[src/rtl/input_wrapper_if.sv]
// Handshake/bus bundle between the serial source, the input wrapper and the core.
// The wrapper uses the slave modport; whoever drives the serial stream uses master.
interface input_wrapper_if #(
  parameter int WIDTH = 32
);
  logic             serIn;
  logic             serValid;
  logic             coreReady;
  logic [WIDTH-1:0] outBus;
  logic             start;
  logic             gotData;
  logic             iBufferEmpty;
  logic             iBufferFull;

  modport slave (
    input  serIn, serValid, coreReady,
    output outBus, start, gotData, iBufferEmpty, iBufferFull
  );

  modport master (
    output serIn, serValid, coreReady,
    input  outBus, start, gotData, iBufferEmpty, iBufferFull
  );
endinterface

[src/rtl/input_wrapper.sv]
// MSB-first serial-to-parallel front end: collects a WIDTH-bit word, acknowledges it
// with a two-cycle gotData pulse, then launches the core with a one-cycle start.
module input_wrapper #(
  parameter int WIDTH = 32,
  parameter int CNT_W = 5
) (
  input  logic           clk,
  input  logic           rst,
  input_wrapper_if.slave bus
);

  typedef enum logic [2:0] {
    S_EMPTY,
    S_RECEIVE,
    S_ACK1,
    S_ACK2,
    S_ISSUE,
    S_LAUNCH
  } state_t;

  state_t           r_state;
  logic [WIDTH-1:0] r_shift;
  logic [WIDTH-1:0] r_hold;
  logic [CNT_W-1:0] r_cnt;
  logic             r_start;
  logic             r_got;
  logic             r_full;
  logic             r_empty;

  logic [WIDTH-1:0] w_shift_in;
  logic             w_last_bit;

  assign w_shift_in = {r_shift[WIDTH-2:0], bus.serIn};
  assign w_last_bit = (r_cnt == CNT_W'(WIDTH - 1));

  // Output flags are registered alongside the state so each matches the state it decodes.
  always_ff @(posedge clk or negedge rst) begin
    if (!rst) begin
      r_state <= S_EMPTY;
      r_shift <= '0;
      r_hold  <= '0;
      r_cnt   <= '0;
      r_start <= 1'b0;
      r_got   <= 1'b0;
      r_full  <= 1'b0;
      r_empty <= 1'b1;
    end else begin
      case (r_state)
        S_EMPTY: begin
          if (bus.serValid) begin
            r_shift <= w_shift_in;
            r_cnt   <= CNT_W'(1);
            r_empty <= 1'b0;
            r_state <= S_RECEIVE;
          end
        end
        S_RECEIVE: begin
          if (bus.serValid) begin
            r_shift <= w_shift_in;
            if (w_last_bit) begin
              r_hold  <= w_shift_in;
              r_cnt   <= '0;
              r_got   <= 1'b1;
              r_full  <= 1'b1;
              r_state <= S_ACK1;
            end else begin
              r_cnt <= r_cnt + CNT_W'(1);
            end
          end
        end
        S_ACK1: begin
          r_state <= S_ACK2;
        end
        S_ACK2: begin
          r_got   <= 1'b0;
          r_state <= S_ISSUE;
        end
        S_ISSUE: begin
          if (bus.coreReady) begin
            r_start <= 1'b1;
            r_state <= S_LAUNCH;
          end
        end
        S_LAUNCH: begin
          r_start <= 1'b0;
          r_full  <= 1'b0;
          r_empty <= 1'b1;
          r_state <= S_EMPTY;
        end
        default: begin
          r_start <= 1'b0;
          r_got   <= 1'b0;
          r_full  <= 1'b0;
          r_empty <= 1'b1;
          r_state <= S_EMPTY;
        end
      endcase
    end
  end

  assign bus.outBus       = r_hold;
  assign bus.start        = r_start;
  assign bus.gotData      = r_got;
  assign bus.iBufferFull  = r_full;
  assign bus.iBufferEmpty = r_empty;

endmodule

[src/flat_wrapper.sv]
// flat-port wrapper written by rule: the top's interface ports become plain ports
module input_wrapper_flat 
#(
  parameter int WIDTH = 32,
  parameter int CNT_W = 5
)
  (clk, rst, bus_serIn, bus_serValid, bus_coreReady, bus_outBus, bus_start, bus_gotData, bus_iBufferEmpty, bus_iBufferFull);
  input_wrapper_if #(.WIDTH(WIDTH)) bus_i ();
  input  logic clk;
  input  logic rst;
  input wire logic [$bits(bus_i.serIn)-1:0] bus_serIn;
  input wire logic [$bits(bus_i.serValid)-1:0] bus_serValid;
  input wire logic [$bits(bus_i.coreReady)-1:0] bus_coreReady;
  output wire logic [$bits(bus_i.outBus)-1:0] bus_outBus;
  output wire logic [$bits(bus_i.start)-1:0] bus_start;
  output wire logic [$bits(bus_i.gotData)-1:0] bus_gotData;
  output wire logic [$bits(bus_i.iBufferEmpty)-1:0] bus_iBufferEmpty;
  output wire logic [$bits(bus_i.iBufferFull)-1:0] bus_iBufferFull;
  assign bus_i.serIn = bus_serIn;
  assign bus_i.serValid = bus_serValid;
  assign bus_i.coreReady = bus_coreReady;
  assign bus_outBus = bus_i.outBus;
  assign bus_start = bus_i.start;
  assign bus_gotData = bus_i.gotData;
  assign bus_iBufferEmpty = bus_i.iBufferEmpty;
  assign bus_iBufferFull = bus_i.iBufferFull;
  input_wrapper #(.WIDTH(WIDTH), .CNT_W(CNT_W)) u_core (.clk(clk), .rst(rst), .bus(bus_i));
endmodule
[config.mk]
export PLATFORM = sky130hd
export DESIGN_NAME = input_wrapper_flat
export DESIGN_NICKNAME = d
export VERILOG_FILES = /design/src/rtl/input_wrapper_if.sv /design/src/rtl/input_wrapper.sv /design/src/flat_wrapper.sv
export SDC_FILE = /design/constraint.sdc
export NUM_CORES = 1
export LEC_CHECK = 0
export BUFFER_PORTS_ARGS = -buffer_cell sky130_fd_sc_hd__clkbuf_2
export CORE_MARGIN = 4
export CORE_UTILIZATION = 60
export DETAILED_ROUTE_END_ITERATION = 6
export PLACE_DENSITY = 0.83
export SETUP_SLACK_MARGIN = 0.05
export SLEW_MARGIN = 5
export SYNTH_ARGS = -nofsm -noshare
export SYNTH_HDL_FRONTEND = slang
export SYNTH_SLANG_ARGS = --single-unit
[constraint.sdc]
create_clock -name clk -period 3.9 [get_ports clk]
set_input_delay 0.78 -clock clk [delete_from_list [all_inputs] [get_ports clk]]
set_output_delay 0.78 -clock clk [all_outputs]
set_load 0.02 [all_outputs]
# After elaboration in Yosys (flattened, before gate mapping)
# Index checks and enable logic that the tools add are counted.
[word_totals] inputBits=5 out_inout_bits=36 regBits=75 wordCells=55
[classes] n_bitwise=4 eq_ne=10 muxes=17 addsub=1 n_reduce_logical=15
[ops] cell="OR reduction 4 bit" count=4
[ops] cell="two-way mux 5 bit" count=3
[ops] cell="one-hot mux 3 bit (5 select lines)" count=1
[ops] cell="two-way mux 3 bit" count=4
[ops] cell="AND reduction 3 bit" count=4
[ops] cell="one-hot mux 5 bit (2 select lines)" count=1
[ops] cell="one-hot mux 1 bit (2 select lines)" count=4
[ops] cell="equality test 3 x 2 -> 1 bit, second input constant" count=2
[ops] cell="equality test 3 bit, second input constant" count=2
[ops] cell="inequality test 2 bit, second input constant" count=3
[ops] cell="AND reduction 2 bit" count=3
[ops] cell="adder 5 x 1 -> 5 bit, second input constant" count=1
[ops] cell="equality test 5 bit, second input constant" count=1
[ops] cell="two-way mux 1 bit" count=4
[ops] cell="inverter 1 bit" count=4
[ops] cell="AND reduction 4 bit" count=1
[ops] cell="equality test 3 x 1 -> 1 bit, second input constant" count=1
[ops] cell="zero test 3 bit" count=1
[ops] cell="inequality test 2 x 1 -> 1 bit, second input constant" count=1
[ops] cell="nonzero test 2 bit" count=1
[ops] cell="OR reduction 2 bit" count=1

# Logic depth before layout (Yosys ltp)
# Gate-level depths: netlist (run 1).
[logic_depth] ltp_word=4 ltp_mapped=7 depth_no_buf=6

# Least setup slack after synthesis (run 1)
# Ideal clock, no wire load.
[synth_path] path_type="input -> register" from="in bus_serValid" to="reg u_core.r_cnt[3]" path_buffers=2 arrival_time_ns=1.954 t_required_ns=3.831 stages=5 setup_ns=0.069 slack_ns=1.877 path_cell_list="buf_4 -> or3b_1 -> buf_2 -> or4_1 -> nand3_1"
[synth_between] elab_chain_len=2 elab_cells_between_ends=3 cone_classes="2 x eq/ne; 1 x reduce/logical"
[synth_lines] element="start, declared" line_no="flat_wrapper.sv:12" text="input wire logic [$bits(bus_i.serValid)-1:0] bus_serValid;"
[synth_lines] element="inequality test 2 bit (no line)"
[synth_lines] element="AND reduction 3 bit (no line) (*)"
[synth_lines] element="end signal, assigned" line_no="input_wrapper.sv:67" text="r_cnt <= r_cnt + CNT_W'(1);"
[synth_lines] element="end, declared" line_no="input_wrapper.sv:24" text="logic [CNT_W-1:0] r_cnt;"
# Every way passes the cells marked *; elsewhere a longest branch is shown, timed or not.
# A chain may end at the register's enable or synchronous reset.

# Worst setup path in the final report (run 1)
# Ends and elaborated chain as after synthesis.

==> results of run 1 <==
==> stage by stage <==
step	std cells	hold WS, ps	setup WS (ps)	total power, W
6_report	379	479	1650	0.00190
5_1_grt	379	520	1540	0.00201
4_1_cts	379	483	1640	0.00192
3_5_place_dp	363	467	1290	0.00134
3_3_place_gp	363	457	1320	0.00132
2_1_floorplan	269	442	1880	0.00123
==> metal layers <==
metal / global-route usage, % / routed length [µm] / up-vias
met4: 7.87 / 76 / 0
met2: 29.4 / 2320 / 38
met1: 24.4 / 2290 / 930
li1: - / - / 959
met3: 3.33 / 203 / 8
met5: 0 / 0 / -
==> cell families (layout without fill, tap and decap cells) <==
group / count (synthesis) / in the layout
AOI/OAI and AO/OA: 15 / 15
and+or+nand+nor: 126 / 126
adders and majority gates: 2 / 2
muxes: 32 / 32
DFF: 75 / 75
buffers and inverters: 19 / 62
==> cells in the final DEF (no fill, tap or decap), types with 2 or more instances in the layout <==
cell      Yosys  layout
clkbuf_1      9       2
nand3_1       7       7
nor2_1        5       5
ha_1          2       2
o21ai_0       5       5
clkbuf_8      0      10
buf_4         1       3
dfrtp_1      74      74
nor2b_1       3       3
a21oi_1       3       3
mux2_2       32      32
clkbuf_2      1      39
clkinv_2      0       2
inv_1         4       4
nand2_1     103     103
==> sequential cells by signal, indices dropped and copies added (netlist names) <==
signal                   count
u_core.bus.gotData           1
u_core.bus.iBufferEmpty      1
u_core.bus.iBufferFull       1
u_core.bus.outBus           32
u_core.bus.start             1
u_core.r_cnt                 5
u_core.r_shift              31
u_core.r_state               3
==> report_power, final <==
part	internal, W	total [W]	switching [W]	leakage (nW)
registers	0.000912	0.00101	0.000102	1.00
logic	0.000125	0.000309	0.000184	0.790
clock network	0.000314	0.000579	0.000265	0.101
==> critical path, stage by stage <==
cell and delay, ps:
clkbuf_2 170, or3b_1 810, or4_1 660, nand3_1 90
==> worst paths after layout <==
check / startpoint / endpoint / slack [ps] / cells after the start
worst max-delay path: bus_serValid / u_core.r_cnt[3] / 1650 / 4
worst min-delay path: u_core.r_cnt[4] / u_core.r_cnt[4] / 480 / 2
worst max register to register: u_core.r_state[2] / u_core.r_cnt[3] / 1700 / 3
worst min register to register: u_core.r_cnt[4] / u_core.r_cnt[4] / 480 / 2
max in group asynchronous: rst / u_core.r_state[1] / 2750 / 1
min in group asynchronous: rst / u_core.r_shift[23] / 580 / 1
==> cell type report <==
| type | instances | share of cell area (%) |
|---|---|---|
| Tap cell | 67 | 2.47 |
| Clock buffer | 12 | 4.27 |
| Inverter | 4 | 0.442 |
| Clock inverter | 4 | 1.44 |
| Multi-Input combinational cell | 175 | 29.7 |
| Timing Repair Buffer | 42 | 6.41 |
| Sequential cell | 75 | 55.3 |
==> results, run 1 <==
- Of all nets on the critical path, the largest fanout is 36.
- For the pin with the worst max-slew slack, the measured transition is 1090 ps.
- The later-pin clock latency in the skew report is 330 ps.
- The pin count of the biggest net entering global routing is 76.
- With fillers left out, the area of the finished cells amounts to 3400 µm².
- The flip-flop cell with the highest count after synthesis is dfrtp_1.
- In the final design database the tool counted 314 nets.
- From bottom edge to top edge, the die measures 78.2 µm.
- Once the clock tree was built, the resizer swapped 0 gates to a different size.
- The category of the worst setup path capture point is a flop.
- The tool flagged a number of max-cap violations equal to 0.
- The antenna violation net count after detailed routing is 0.
- The xor and xnor area share after synthesis is 0%.
- The cell area after placement is 3200 µm².
- The worst min-delay path category is flop to flop.
- The sequential cell area fraction in the yosys report is 63.4%.
- Setup repair after global routing left no endpoint under its margin.
- Cells with a size suffix above 1 make up 28.8% of the layout.
- For this block, the initial DRC count from the detailed router was 149.
- The cell accounting for the most synthesized area is dfrtp_1.
- The area added between synthesis and finish is 14.7%.
- Of the post-synthesis cell area, the dominant cell type holds 62.6%.
- Dividing total power by cell area gives a power density of 560 nW/µm².
- The number of flops mapped to enable cells by yosys is 0.
- The flow ran to the end, and the final reports show no timing, DRC or antenna violations.
- The floorplan has 25 rows.
- By instance count, the leading cell after synthesis is nand2_1.
- The analysis attributes to cell leakage a power of 1.89 nW.
- The first detailed-routing pass ran for 4 iterations.
- The count of unresolved DRC violations after routing is 0.
- The average routed wire per standard cell is 12.9 µm.
- STA puts the critical path data required time at 4170 ps.
- At the end of routability-driven placement, the weighted congestion stood at 0.693.
- The critical path data arrival time is 2520 ps.
- Cells fill 71.4% of the core in the end.
- The die footprint is 6120 µm².
- The first global-routing pass estimated 8800 µm of wire.
- The storage element area is 1880 µm².
- The final sum of negative setup slack is 0 ps.
- The overall die width is 78.2 µm.
- The gate count after technology mapping is 269.
- The number of I/O pins is 41.
- VDD sags by at most 0.300 mV.
- The root buffer cell is clkbuf_8.
- For this block, the routed nets add up to 4890 µm of wire.
- The classification of the worst setup path is input pin to flop.
- Yosys printed 0 warnings.
- The clock transition at the registers of the reported paths is 70 ps.
- Summing the areas of all and, or, nand and nor instances in the mapped netlist gives 17.7% of the synthesized area.
- In this run the tightest slew margin relative to its limit is 27.6%.
- The total CTS buffers is 9.
- The aggregate global-route resource usage is 18.2%.
- Counting instances in the post-synthesis netlist gives the leading cell types as 103 x nand2_1, 74 x dfrtp_1, 32 x mux2_2, 9 x clkbuf_1, 7 x nand3_1.
- After synthesis, the largest family of logic cells by area is simple AND/OR/NAND/NOR gates.
- The post-synthesis mux area share is 12.2%.
- In the finished design, the share of the clock period the worst path needs comes to 57.7%.
- The worst setup path is launched from an input pin.
- The core region is 4750 µm².
- The number of buffers inserted by post-CTS setup repair is 0.
- The final HPWL from detailed placement is 3090 µm.
- The number of endpoints with negative hold slack in the final report is 0.
- The netlist uses 30 different library cells.
- Setup violations remaining at the end of the flow were counted as 0.
- The synthesized area is 2960 µm².
- For this design, the sink count on the clock tree is 75.
- The maximum count of clock buffers along a single path is 2.
- The via density per instance is 5.11.
- Summed over all layers, the global routing overflow is 0.
- The starting density of the core is 62.3%.
- The number of input and output port buffers inserted is 40.
- The number of antenna violations at the first check in global routing is 0.
- The synthesized design contains 75 register bits.
- After synthesis, the share of flip-flops with an asynchronous set or reset is 100%.
- The maximum clock frequency is 0.444 GHz.
- For the final database, setup skew stands at 6.12 ps.
- The number of nets produced by synthesis is 276.
- The synthesized netlist devotes 3.13% of its cell area to compound gates.
- The repair_antennas step left the layout with diodes totalling 0.
- After synthesis, the mean cell area works out to 11.0 µm².
- The total number of vias is 1,935.
- After clock tree synthesis, the flow added hold-fix buffers numbering 0.
- The count of final max-slew check failures is 0.
- The fill cell total of the finished layout is 352.
- The multi-input combinational cells in the finished layout cover a total of 1010 µm².
- The CTS tree is built.
- By area the synthesized netlist is led by dfrtp_1 63%, nand2_1 13%, mux2_2 12%.
- The post-synthesis adder-cell area fraction is 0.845%.
- Subtracting the final worst setup slack from the clock period gives 2250 ps.
- The depth of the CTS H-tree is 3.
- The number of global-route vias before repair is 1,880.
No activity file was read; power rests on OpenSTA's default activity.
==> inputs of run 2 (changes only) <==
--- a/config.mk
+++ b/config.mk
@@ -7,9 +7,9 @@
 export LEC_CHECK = 0
 export BUFFER_PORTS_ARGS = -buffer_cell sky130_fd_sc_hd__clkbuf_2
 export CORE_MARGIN = 4
-export CORE_UTILIZATION = 60
+export CORE_UTILIZATION = 56
 export DETAILED_ROUTE_END_ITERATION = 6
-export PLACE_DENSITY = 0.83
+export PLACE_DENSITY = 0.78
 export SETUP_SLACK_MARGIN = 0.05
 export SLEW_MARGIN = 5
 export SYNTH_ARGS = -nofsm -noshare
==> constraint.sdc (replaced) <==
create_clock -name clk -period 2.3 [get_ports clk]
set_input_delay 0.46 -clock clk [delete_from_list [all_inputs] [get_ports clk]]
set_output_delay 0.46 -clock clk [all_outputs]
set_load 0.02 [all_outputs]
==> run 2 against run 1 <==
  * Sequential power grew 70%
  * Worst hold slack lost 420 ps
  * Global-route usage shrank 0.61 points
  * Die area grew 6.4%
  * Routed wire length grew 3.9%
  * Setup slack lost 1300 ps
  * First-iteration DRC count shrank 17%
  * Critical path type is now flop to flop
==> results, run 2 (synthesis gave the netlist of run 1 again) <==
- The run finished with clean final reports.
- The number of global-route vias before repair is 1,862.
- The number of endpoints with negative hold slack in the final report is 0.
- The vertical extent of the die is 80.7 µm.
- The total area inside the core boundary comes to 5110 µm².
- The first global-routing pass estimated 8710 µm of wire.
- Tracing the worst setup path back leads to its startpoint at u_core.r_cnt[0].
- The count of final max-slew check failures is 0.
- The share of power burned in registers is 47.6%.
- The starting density of the core is 58.0%.
- Across all register-to-register paths, the minimum setup slack is 340 ps.
- Summing all non-filler instances in the final layout gives an area of 3540 µm².
- Entering global routing, the biggest net connects 42 pins.
- The final critical-path required period is 1960 ps.
- The worst register-to-register path begins at u_core.r_cnt[0].
- The tree built by TritonCTS fans out to 75 sinks.
- The number of setup buffers added after CTS is 0.
- The average routed wire per standard cell is 13.2 µm.
- Setup repair after global routing left no endpoint under its margin.
- Timing analysis after detailed placement gives a worst setup slack of 341 ps.
- The post-route clock skew is 9.92 ps.
- The longest clock path from root to sink contains 2 buffers.
- The number of flip-flops under the largest register name is 32.
- After legalization and detailed placement, the total HPWL measured 3350 µm.
- The end of the worst register-to-register path is u_core.bus.outBus[31].
- The antenna violation net count after detailed routing is 0.
- The aggregate global routing overflow is 0.
- The measured slew at the worst slew-check pin is 665 ps.
- The root buffer cell is clkbuf_8.
- The static power due to leakage is 1.96 nW.
- In this run, the clock network consumes 37.4% of the power.
- The number of max-cap violations is 0.
- The routed layout has 1,967 vias.
- The worst min-delay path category is input pin to asynchronous set/reset pin.
- Clock-pin slew was measured on the worst setup and hold paths at 80 ps.
- The final critical path takes up 85.2% of the cycle.
- The worst setup path is captured at a flop.
- In this run the tightest slew margin relative to its limit is 55.6%.
- The die footprint is 6510 µm².
- IR analysis of the VDD net gives a maximum drop of 0.629 mV.
- The aggregate global-route resource usage is 17.6%.
- In this run the worst path has a maximum fanout of 32.
- The overall routed net length is 5080 µm.
- The number of detailed-route iterations in the first pass is 4.
- Summing all placed instances gives a cell area of 3260 µm².
- Routability-driven placement finished with a final weighted congestion of 0.808.
- The post-cts hold buffer count is 0.
- The number of DRC markers after the initial detailed-route iteration is 124.
- For the final routed database, the setup TNS stands at 0 ps.
- Buffers inserted during clock tree synthesis total 9.
- The number of input and output port buffers inserted is 40.
- The sequential cells in the finished layout cover a total of 1880 µm².
- The switching part of the total power is 26.5%.
- The area added between synthesis and finish is 19.4%.
- The proportion of layout cells with a drive suffix above 1 is 30.1%.
- Counting cells, the worst reg-to-reg path comes to 6.
- The total of cells resized after clock tree synthesis is 0.
- The final net count is 318.
- For the worst setup path, the data arrival time is 2180 ps.
- The library cell used most frequently in the layout, excluding fill and tap cells, is nand2_1.
- In this run the horizontal extent of the chip is 80.7 µm.
- The filler cells instantiated in the layout total 380.
- For this run, the top clock speed supported by timing is 0.510 GHz.
- Setup violations remaining at the end of the flow were counted as 0.
- The internal cell power is 0.00266 W.
- In this run the power spent charging and discharging nets is 0.000958 W.
- The number of I/O pins is 41.
- Data on the critical path is required at its endpoint by 2520 ps.
- The combinational cell fraction of total power is 15.0%.
- The depth of the CTS H-tree is 3.
- In the layout the commonest cells are 103 x nand2_1, 74 x dfrtp_1, 39 x clkbuf_2, 32 x mux2_2, 11 x clkbuf_8.
- The count of unresolved DRC violations after routing is 0.
- The power per cell area is 1020 nW/µm².
- By startpoint and endpoint, the worst setup path is classified as flop to flop.
- The later-pin clock latency in the skew report is 340 ps.
- The post-layout worst setup margin is 341 ps.
- The number of antenna cells inserted is 0.
- The CTS tree is built.
- STA classifies the critical path startpoint as a flop.
- The via density per instance is 5.10.
- The standard-cell row count is 26.
- In the final layout, the multi-input gates occupy 1010 µm².
- The worst hold slack across all endpoints is 60.3 ps.
- The number of antenna violations at the first check in global routing is 0.
-- run 2: worst max-delay path, cell delays in order (launching register included) --
cell and delay, ps:
dfrtp_1 410, ha_1 230, and3_1 190, ha_1 260
nand4b_1 170, buf_12 220, mux2_2 360
-- run 2: how the worst max path moves through the flow --
stage | end | cells past startpoint
after floorplan | u_core.bus.outBus[0] | 7
after global placement | u_core.bus.outBus[4] | 6
after detailed placement | u_core.bus.outBus[25] | 6
after CTS | u_core.bus.outBus[31] | 6
after global routing | u_core.bus.outBus[13] | 6
final | u_core.bus.outBus[31] | 6
-- run 2: layout make-up --
cell class | instances | area share (%)
repair buffers | 46 | 7.71
flip-flops and latches | 75 | 53.1
clock buffers | 12 | 4.39
inverters | 4 | 0.425
well taps | 70 | 2.48
multi-input cells | 175 | 28.5
clock inverters | 4 | 3.40
-- run 2: power groups by stage --
stage / Sequential (W) / Clock (W) / Combinational [W]
final: 0.00172 / 0.00135 / 0.000542
after global routing: 0.00175 / 0.00143 / 0.000620
after CTS: 0.00172 / 0.00137 / 0.000553
after detailed placement: 0.00174 / 0 / 0.000551
after global placement: 0.00173 / 0 / 0.000531
after floorplan: 0.00178 / 0 / 0.000307
-- run 2: per-stage QoR --
step                      instances  util (%)  power [W]
after floorplan                 269         -    0.00208
after global placement          370      63.8    0.00226
after detailed placement        370      63.8    0.00229
after CTS                       386      69.2    0.00364
after global routing            386      69.2    0.00380
final                           386      69.2    0.00362
-- run 2: metal layers --
metal,global-route usage (%),vias to the layer above,part of all wire (%)
met2,26.3,44,45
met3,5.04,8,5.9
met5,0,-,0
li1,-,964,-
met1,24.5,951,48
met4,6.59,0,1.5
==> inputs of run 3 (changes only) <==
==> constraint.sdc (replaced) <==
create_clock -name clk -period 2.1 [get_ports clk]
set_input_delay 0.42 -clock clk [delete_from_list [all_inputs] [get_ports clk]]
set_output_delay 0.42 -clock clk [all_outputs]
set_load 0.02 [all_outputs]
==> run 3 against run 2 <==
  * Sequential power rose by 9%
  * Critical path type unchanged
  * Power barely moved
  * Setup slack got worse by 220 ps
  * Combinational power is 12% higher
  * First-iteration DRC count grew 2.4%
==> results, run 3 (synthesis gave the netlist of run 1 again) <==
- The flow ran to the end, and the final reports show no timing, DRC or antenna violations.
- The combinational cell fraction of total power is 16.8%.
- The internal cell power is 0.00255 W.
- The worst setup path is launched from a flop.
- The met1 usage is 26.3%.
- The proportion of layout cells with a drive suffix above 1 is 31.5%.
- The wire length of the first global-routing pass is 9250 µm.
- In this run, post-CTS hold repair placed 0 buffers.
- Leaving out fill and tap cells, the most frequent cell in the layout is nand2_1.
- The first detailed-routing pass ran for 6 iterations.
- Row generation in the floorplan step produced 26 rows.
- The area growth from synthesis to layout is 19.0%.
- The clock net in this run drives a total of 75 sinks.
- The measured slew at the worst slew-check pin is 391 ps.
- The classification of the worst setup path is flop to flop.
- The number of antenna diodes in the final layout is 0.
- The power per cell area is 1030 nW/µm².
- After the first detailed-routing iteration, the DRC count stood at 127.
- The static power due to leakage is 1.96 nW.
- The final sum of negative setup slack is 0 ps.
- The worst setup path is captured at a flop.
- Walking the worst path, the cells encountered are ha_1, and3_1, ha_2, nand4b_1, buf_4, clkbuf_16, mux2_2.
- TritonCTS built the clock tree.
- The final setup violation count is 0.
- The die is 80.7 µm wide.
- The worst slew margin relative to its limit is 73.9%.
- The number of endpoints with negative hold slack in the final report is 0.
- During I/O placement, the number of pins put on the boundary was 41.
- In this run the most used layer during global routing was met2.
- The aggregate global-route resource usage is 18.7%.
- The antenna violation net count after detailed routing is 0.
- After the last flow step, the layout net total stands at 323.
- Once the floorplan was initialized, standard cells occupied 58.0% of the core.
- Input and output buffers added on the ports amount to 40.
- In this run the critical register-to-register path is captured at u_core.bus.outBus[27].
- The number of global-route vias before repair is 2,011.
- Registers are responsible for 52.0% of the overall power.
- The number of cells on the worst reg-to-reg path is 7.
- The vertical extent of the die is 80.7 µm.
- The slowest stage cell on the critical path is dfrtp_1.
- The average routed wire per standard cell is 14.3 µm.
- The total CTS buffers is 9.
- Clock-pin slew was measured on the worst setup and hold paths at 70 ps.
- The floorplan step defined a core boundary enclosing 5110 µm².
- The largest fanout on the critical path is 11.
- The largest single stage delay on the critical path is 410 ps.
- The fill cell total of the finished layout is 395.
- The met2 track demand over resource in global routing is 27.0%.
- The via density per instance is 5.19.
- For this design the total switching power over the nets is 0.00107 W.
- Max-cap violations in this run came to 0.
- The critical path data arrival time is 2200 ps.
- The final route contains 2,031 vias.
- The met3 global-route usage is 4.37%.
- The maximum count of clock buffers along a single path is 2.
- The later-pin clock latency in the skew report is 340 ps.
- The count of final max-slew check failures is 0.
- Setup repair after global routing left no endpoint under its margin.
- The total power consumption of the routed design is 0.00362 W.
- The overall routed net length is 5580 µm.
- The clock network fraction of design power is 31.2%.
- The number of flip-flops under the largest register name is 32.
- The post-route clock skew is 9.89 ps.
- The clock period could shrink to 1970 ps.
- The startpoint of the worst-slack reg-to-reg timing path is u_core.r_cnt[0].
- The data required time at the worst endpoint is 2330 ps.
- The maximum clock frequency is 0.506 GHz.
- The congestion estimate from routability-driven global placement came to 0.793.
- The setup check on the worst reg-to-reg path leaves a slack of 130 ps.
- The tightest min-delay check is of the input pin to asynchronous set/reset pin type.
- The die footprint is 6510 µm².
- The number of antenna violations at the first check in global routing is 0.
- The pin count of the biggest net entering global routing is 76.
- The wire-length estimate of the detail-placed layout is 3310 µm.
- The aggregate global routing overflow is 0.
- The final critical path takes up 94.0% of the cycle.
- Across the VDD grid, the largest voltage drop is 0.435 mV.
- In the layout the commonest cells are 103 x nand2_1, 74 x dfrtp_1, 39 x clkbuf_2, 32 x mux2_2, 11 x clkbuf_8.
- The root buffer cell is clkbuf_8.
- The switching part of the total power is 29.4%.
- The count of unresolved DRC violations after routing is 0.
- The H-tree generated during clock tree synthesis spans 3 levels.
-- run 3: timing repair --
item,CTS,global route
gates resized for setup,0,1
setup buffers,0,2
setup endpoints to repair,0,16
-- run 3: metal layers --
layer / part of all wire [%] / wire length, µm
met1: 46 / 2550
met2: 47 / 2630
met3: 5.2 / 291
met4: 2.0 / 112
met5: 0 / 0
-- run 3: worst max path at each step --
stage | cells after the start | to | startpoint | slack [ps]
floorplan | 7 | u_core.bus.outBus[0] | u_core.r_cnt[0] | 140
global placement | 6 | u_core.bus.outBus[12] | u_core.r_cnt[0] | 190
detailed placement | 6 | u_core.bus.outBus[24] | u_core.r_cnt[0] | 140
CTS | 6 | u_core.bus.outBus[7] | u_core.r_cnt[0] | 130
global route | 7 | u_core.bus.outBus[27] | u_core.r_cnt[0] | 30
finish | 7 | u_core.bus.outBus[27] | u_core.r_cnt[0] | 130
-- run 3: power by group through the flow --
| stage | logic, W | registers, W | clock network, W |
|---|---|---|---|
| 6_report | 0.000608 | 0.00188 | 0.00113 |
| 5_1_grt | 0.000694 | 0.00192 | 0.00122 |
| 4_1_cts | 0.000611 | 0.00188 | 0.00114 |
| 3_5_place_dp | 0.000608 | 0.00190 | 0 |
| 3_3_place_gp | 0.000586 | 0.00190 | 0 |
| 2_1_floorplan | 0.000337 | 0.00195 | 0 |
-- run 3: final cells by class --
| class | count | area, µm² | area share (%) |
|---|---|---|---|
| clock buffers | 12 | 155 | 4.40 |
| multi-input cells | 175 | 1010 | 28.7 |
| well taps | 70 | 87.6 | 2.49 |
| flip-flops and latches | 75 | 1880 | 53.3 |
| inverters | 4 | 15.0 | 0.426 |
| clock inverters | 4 | 48.8 | 1.39 |
| repair buffers | 51 | 328 | 9.31 |
-- run 3: critical path: cells and delay by family, from the launching register on --
family / cells / cell delay (ps)
fa+ha+maj: 2 / 450
buf+inv: 2 / 310
simple gates: 2 / 360
flops: 1 / 410
mux: 1 / 340
-- run 3: through the flow --
step                instance area [µm²]  util [%]  std cells  hold WS (ps)  setup slack, ps
finish                             3520      69.0        391          84.6              125
global route                       3520      69.0        391           107             35.0
CTS                                3480      68.1        388           107              127
detailed placement                 3280      64.1        372           467              142
global placement                   3280      64.1        372           459              194
floorplan                          2960         -        269           124              140
